## src/rtl/univ_shift_reg_pkg.sv

```systemverilog
// Shared types and constants for the universal shift register and its controllers.
package shift_reg_pkg;

  typedef enum logic [1:0] {
    HOLD = 2'd0,
    SHR  = 2'd1,
    SHL  = 2'd2,
    LOAD = 2'd3
  } shift_mode_t;

  localparam int unsigned ShiftModeCount = 4;

  function automatic logic is_shift(input shift_mode_t m);
    return (m == SHR) || (m == SHL);
  endfunction

endpackage

```

## src/rtl/univ_shift_reg_if.sv

```systemverilog
// Control/data bundle between a shift-register controller (master) and the register (slave).
interface univ_shift_reg_if #(
    parameter int unsigned WIDTH = 8
);
    import shift_reg_pkg::*;

    localparam int unsigned CntW = $clog2(WIDTH + 1);

    logic              en;
    shift_mode_t       mode;
    logic              sin_r;
    logic              sin_l;
    logic [WIDTH-1:0]  d;
    logic [WIDTH-1:0]  q;
    logic              sout_r;
    logic              sout_l;
    logic [CntW-1:0]   cnt;
    logic              done;

    modport master (
        output en, mode, sin_r, sin_l, d,
        input  q, sout_r, sout_l, cnt, done
    );

    modport slave (
        input  en, mode, sin_r, sin_l, d,
        output q, sout_r, sout_l, cnt, done
    );

endinterface

```

## src/rtl/univ_shift_reg_bit_counter.sv

```systemverilog
// Saturating shift counter with a one-cycle pulse on the step that reaches MAX.
module shift_bit_counter #(
    parameter int unsigned MAX  = 8,
    parameter int unsigned CntW = $clog2(MAX + 1)
) (
    input  logic            clk,
    input  logic            rst,
    input  logic            inc_i,
    input  logic            clr_i,
    output logic [CntW-1:0] cnt_o,
    output logic            done_o
);

    logic [CntW-1:0] cnt_q, cnt_d;
    logic            done_q, done_d;

    always_comb begin
        cnt_d  = cnt_q;
        done_d = 1'b0;
        if (clr_i) begin
            cnt_d = '0;
        end else if (inc_i && (cnt_q != CntW'(MAX))) begin
            cnt_d  = cnt_q + CntW'(1);
            done_d = (cnt_q == CntW'(MAX - 1));
        end
    end

    always_ff @(posedge clk) begin
        if (!rst) begin
            cnt_q  <= '0;
            done_q <= 1'b0;
        end else begin
            cnt_q  <= cnt_d;
            done_q <= done_d;
        end
    end

    assign cnt_o  = cnt_q;
    assign done_o = done_q;

endmodule

```

## src/rtl/univ_shift_reg.sv

```systemverilog
// Universal WIDTH-bit shift register: hold, shift right, shift left, parallel load,
// with shift counting and a word-complete pulse for serdes use.
module univ_shift_reg
    import shift_reg_pkg::*;
#(
    parameter int unsigned      WIDTH     = 8,
    parameter logic [WIDTH-1:0] RESET_VAL = '0
) (
    input  logic                   clk,
    input  logic                   rst,
    univ_shift_reg_if.slave        bus_io
);

    localparam int unsigned CntW = $clog2(WIDTH + 1);

    logic [WIDTH-1:0] q_q, q_d;
    logic             inc, clr;
    logic [CntW-1:0]  cnt;
    logic             done;

    always_comb begin
        q_d = q_q;
        inc = 1'b0;
        clr = 1'b0;
        if (bus_io.en) begin
            unique case (bus_io.mode)
                HOLD: ;
                SHR: begin
                    q_d = {bus_io.sin_r, q_q[WIDTH-1:1]};
                    inc = 1'b1;
                end
                SHL: begin
                    q_d = {q_q[WIDTH-2:0], bus_io.sin_l};
                    inc = 1'b1;
                end
                LOAD: begin
                    q_d = bus_io.d;
                    clr = 1'b1;
                end
            endcase
        end
    end

    always_ff @(posedge clk) begin
        if (!rst) begin
            q_q <= RESET_VAL;
        end else begin
            q_q <= q_d;
        end
    end

    shift_bit_counter #(
        .MAX  (WIDTH),
        .CntW (CntW)
    ) u_counter (
        .clk    (clk),
        .rst    (rst),
        .inc_i  (inc),
        .clr_i  (clr),
        .cnt_o  (cnt),
        .done_o (done)
    );

    assign bus_io.q      = q_q;
    assign bus_io.sout_r = q_q[0];
    assign bus_io.sout_l = q_q[WIDTH-1];
    assign bus_io.cnt    = cnt;
    assign bus_io.done   = done;

endmodule

```

## src/flat_wrapper.sv

```systemverilog
// flat-port wrapper written by rule: the top's interface ports become plain ports
module univ_shift_reg_flat import shift_reg_pkg::*;
#(
    parameter int unsigned      WIDTH     = 8,
    parameter logic [WIDTH-1:0] RESET_VAL = '0
)
  (clk, rst, bus_io_en, bus_io_mode, bus_io_sin_r, bus_io_sin_l, bus_io_d, bus_io_q, bus_io_sout_r, bus_io_sout_l, bus_io_cnt, bus_io_done);
  univ_shift_reg_if #(.WIDTH(WIDTH)) bus_io_i ();
  input  logic clk;
  input  logic rst;
  input wire logic [$bits(bus_io_i.en)-1:0] bus_io_en;
  input wire logic [$bits(bus_io_i.mode)-1:0] bus_io_mode;
  input wire logic [$bits(bus_io_i.sin_r)-1:0] bus_io_sin_r;
  input wire logic [$bits(bus_io_i.sin_l)-1:0] bus_io_sin_l;
  input wire logic [$bits(bus_io_i.d)-1:0] bus_io_d;
  output wire logic [$bits(bus_io_i.q)-1:0] bus_io_q;
  output wire logic [$bits(bus_io_i.sout_r)-1:0] bus_io_sout_r;
  output wire logic [$bits(bus_io_i.sout_l)-1:0] bus_io_sout_l;
  output wire logic [$bits(bus_io_i.cnt)-1:0] bus_io_cnt;
  output wire logic [$bits(bus_io_i.done)-1:0] bus_io_done;
  assign bus_io_i.en = bus_io_en;
  assign bus_io_i.mode = bus_io_mode;
  assign bus_io_i.sin_r = bus_io_sin_r;
  assign bus_io_i.sin_l = bus_io_sin_l;
  assign bus_io_i.d = bus_io_d;
  assign bus_io_q = bus_io_i.q;
  assign bus_io_sout_r = bus_io_i.sout_r;
  assign bus_io_sout_l = bus_io_i.sout_l;
  assign bus_io_cnt = bus_io_i.cnt;
  assign bus_io_done = bus_io_i.done;
  univ_shift_reg #(.WIDTH(WIDTH), .RESET_VAL(RESET_VAL)) u_core (.clk(clk), .rst(rst), .bus_io(bus_io_i));
endmodule
```

## config.mk

```make
export PLATFORM = sky130hd
export DESIGN_NAME = univ_shift_reg_flat
export DESIGN_NICKNAME = d
export VERILOG_FILES = /design/src/rtl/univ_shift_reg_pkg.sv /design/src/rtl/univ_shift_reg_if.sv /design/src/rtl/univ_shift_reg_bit_counter.sv /design/src/rtl/univ_shift_reg.sv /design/src/flat_wrapper.sv
export SDC_FILE = /design/constraint.sdc
export NUM_CORES = 1
export LEC_CHECK = 0
export CAP_MARGIN = 10
export CORE_ASPECT_RATIO = 0.75
export CORE_MARGIN = 10
export CORE_UTILIZATION = 36
export DETAILED_ROUTE_END_ITERATION = 12
export PLACE_DENSITY = 0.77
export SYNTH_ARGS = -nofsm -noshare
export SYNTH_HDL_FRONTEND = slang
export SYNTH_SLANG_ARGS = --single-unit
export TNS_END_PERCENT = 1
```

## constraint.sdc

```tcl
create_clock -name clk -period 1.4 [get_ports clk]
set_clock_uncertainty 0.05 [all_clocks]
set_input_delay 0.28 -clock clk [delete_from_list [all_inputs] [get_ports clk]]
set_output_delay 0.28 -clock clk [all_outputs]
set_load 0.005 [all_outputs]
```

==> summary.md <==
| Metric | Value |
|---|---|
| Outcome | completed |
| Die Span Y | about 57 um |
| Grt ovf | 0 |
| Antenna Cells | 0 |
| Iter 0 DRT Violations | 65 |
| Slew Limit Fails | 0 |
| Avg WL per Cell | 14.42 um |
| Die Area | 0.004017 mm^2 |
| Endpoints failing setup | 0 |
| Worst skew pair latency | 0.28 ns |
| Number of synthesized register bits | 13 |
| Startpoint types | flip-flop |
| Avg Cell Area, Syn | 8.110 um^2 |
| Placement Rows | 13 |
| Worst r2r path cells | 5 |
| Gr usage total | 10.13% |
| Vias per std cell | 5.233 |
| Worst endpoint data arrival time | 1.54 ns |
| Slew HR | 85.83% |
| Routed vias | 764 |
| IO Count | 30 |
| Non-Filler Instances | 146 |
| Initial antenna violation count | 0 |
| GPL Wtd Cong | 0.7308 |
| Final hold vios | 0 |
| Hold Path Cell Cnt | 1 |
| First-pass GRT wire length | between 3 and 4 mm |
| Tightest Pin Transition | 0.2107 ns |
| Initial Util | 38.32% |
| Crit. End Element | flip-flop |
| Port-buffer cells | 29 |
| Min-delay worst type | flip-flop to flip-flop |
| Setup WS post-layout | about 0.019 ns |
| Fin nets | about 150 |
| TritonCTS clock tree | done |
| Commonest non-fill, non-tap cell in the layout | dlygate4sd2_1 |
| DR pass1 iterations | 4 |
| Fmax | 724.0 MHz |
| Critical path type | flip-flop to flip-flop |
| Peak fanout along the critical path | 3 |
| Total power | between 0.0008 and 0.0009 W |
| Number of max-cap violations | 0 |
| Inst Count DP | between 100 and 150 |
| Yosys cell types | 19 |
| Yosys warning count | 0 |
| H-tree levels | 1 |
| Die width | 69.93 um |
| Clk sinks | 13 |
| Placement Setup Slack | -0.4231 ns |
| Synthesized area | slightly below 700 um^2 |
| Final WL | 2.105 mm |
| Clk slew on worst S/H paths | 0.09 ns |
| Largest net degree at the start of global routing | 17 |
| Clock root buffer master | clkbuf_4 |
| Core area | 0.001757 mm^2 |
| Total CTS buffers | 3 |
| Syn Nets | between 100 and 150 |
| Vias in the first global route | 753 |
| Most frequent cells in the layout | dlygate4sd2_1, nand2_1, clkdlybuf4s50_1 |
| Worst vdd ir | approximately 570 uV |
| Post-route ant nets | 0 |
| Cells after Synth | 83 |
| Fin crit period | 1.381 ns |
| Leak | 0.5089 nW |
| Power Dens Cells | approximately 770 mW/mm^2 |
| Dpl hpwl | 1.692 mm |
| Post-CTS setup repair buffer count | 0 |
| Seq/Total Area, Yosys | 38.66% |
| RSZ-0062 raised after global routing | yes |
| Synth-to-layout area growth | 67.10% |
| Worst endpoint required time | 1.56 ns |
| Max clock buf depth | 2 |
| Layout cells sized above 1 | 24.19% |
| DRC viols | 0 |
| Final period util | 98.66% |
[cell type report]
class	count	area, um^2
tap	22	27.53
inverter	5	18.77
sequential	13	275.3
multi-input combinational	60	381.6
clock buffer	4	26.28
timing repair buffer	42	395.4
fill	157	631.9
[cell usage after synthesis]
master / count / share of area [%]
a21oi_1: 4 / 3.0
a22oi_1: 8 / 8.9
a31oi_1: 8 / 7.4
and2_1: 1 / 0.93
and2b_1: 1 / 1.1
and3b_1: 1 / 1.3
buf_2: 2 / 1.5
buf_4: 2 / 2.2
clkbuf_1: 1 / 0.56
dfxtp_1: 13 / 39
ha_1: 5 / 9.3
inv_1: 5 / 2.8
nand2_1: 12 / 6.7
nand3_1: 4 / 3.0
nand3b_1: 1 / 1.1
nor2_1: 1 / 0.56
nor4_1: 1 / 0.93
o21ai_0: 11 / 8.2
or3_1: 2 / 1.9
[stage by stage]
stage / hold WS (ns) / setup TNS (ns) / area (um^2) / util (%)
final: 0.4167 / 0 / 1125 / 64.03
after global routing: 0.4492 / -0.02987 / 1125 / 64.03
after CTS: 0.4204 / -0.1220 / 1115 / 63.46
after detailed placement: 0.4447 / -4.278 / 1085 / 61.75
after global placement: 0.4310 / -3.894 / 1085 / 61.75
after floorplan: 0.3683 / 0 / 673.1 / -
[state kept, by name, indices dropped and copies added (netlist names)]
signal and cells:
u_core.u_counter.done_o 1, u_core.bus_io.q 8, u_core.u_counter.cnt_o 4
[power breakdown]
part	switching (W)	internal, W	leakage [nW]	total (W)
Combinational	0.0000885	0.000120	0.383	0.000209
Clock	0.000133	0.000111	0.0150	0.000244
Sequential	0.0000178	0.000392	0.111	0.000410
Total	0.000240	0.000623	0.509	0.000863
[kinds of logic (layout without fill, tap and decap cells)]
logic type	Yosys count	in the layout	share of synthesized area [%]
simple gates	24	24	17.47
fa+ha+maj	5	5	9.294
buf+inv	10	51	7.062
compound gates	31	31	27.51
flops	13	13	38.66
[worst max-delay path, stage by stage (launching register included)]
cell and delay, ns:
dfxtp_2 0.33, inv_1 0.05, ha_1 0.20, and3b_1 0.19
or3_4 0.37, a21oi_2 0.12
[metal layers]
metal  global-route usage (%)  vias to the layer above  wire length (um)  part of all wire [%]
met3                    3.800                        2               100                   4.8
met2                    18.32                       21              1056                    50
met4                    4.775                        0                27                   1.3
li1                         -                      386                 -                     -
met1                    10.17                      355               919                    44
met5                        0                        -                 0                     0
[final timing paths]
path,slack [ns],end,from
setup / recovery,0.02,u_core.u_counter.cnt_o[2],u_core.u_counter.cnt_o[0]
hold / removal,0.42,u_core.u_counter.done_o,u_core.u_counter.cnt_o[3]
setup reg to reg,0.02,u_core.u_counter.cnt_o[2],u_core.u_counter.cnt_o[0]
hold reg to reg,0.42,u_core.u_counter.done_o,u_core.u_counter.cnt_o[3]
[repair_timing]
action | 4_1_cts | 5_1_grt
pin swaps | 3 | 0
setup endpoints to repair | 26 | 2
resized for setup | 30 | 3
hold buffers | 0 | 0
No activity file was read; power rests on OpenSTA's default activity.
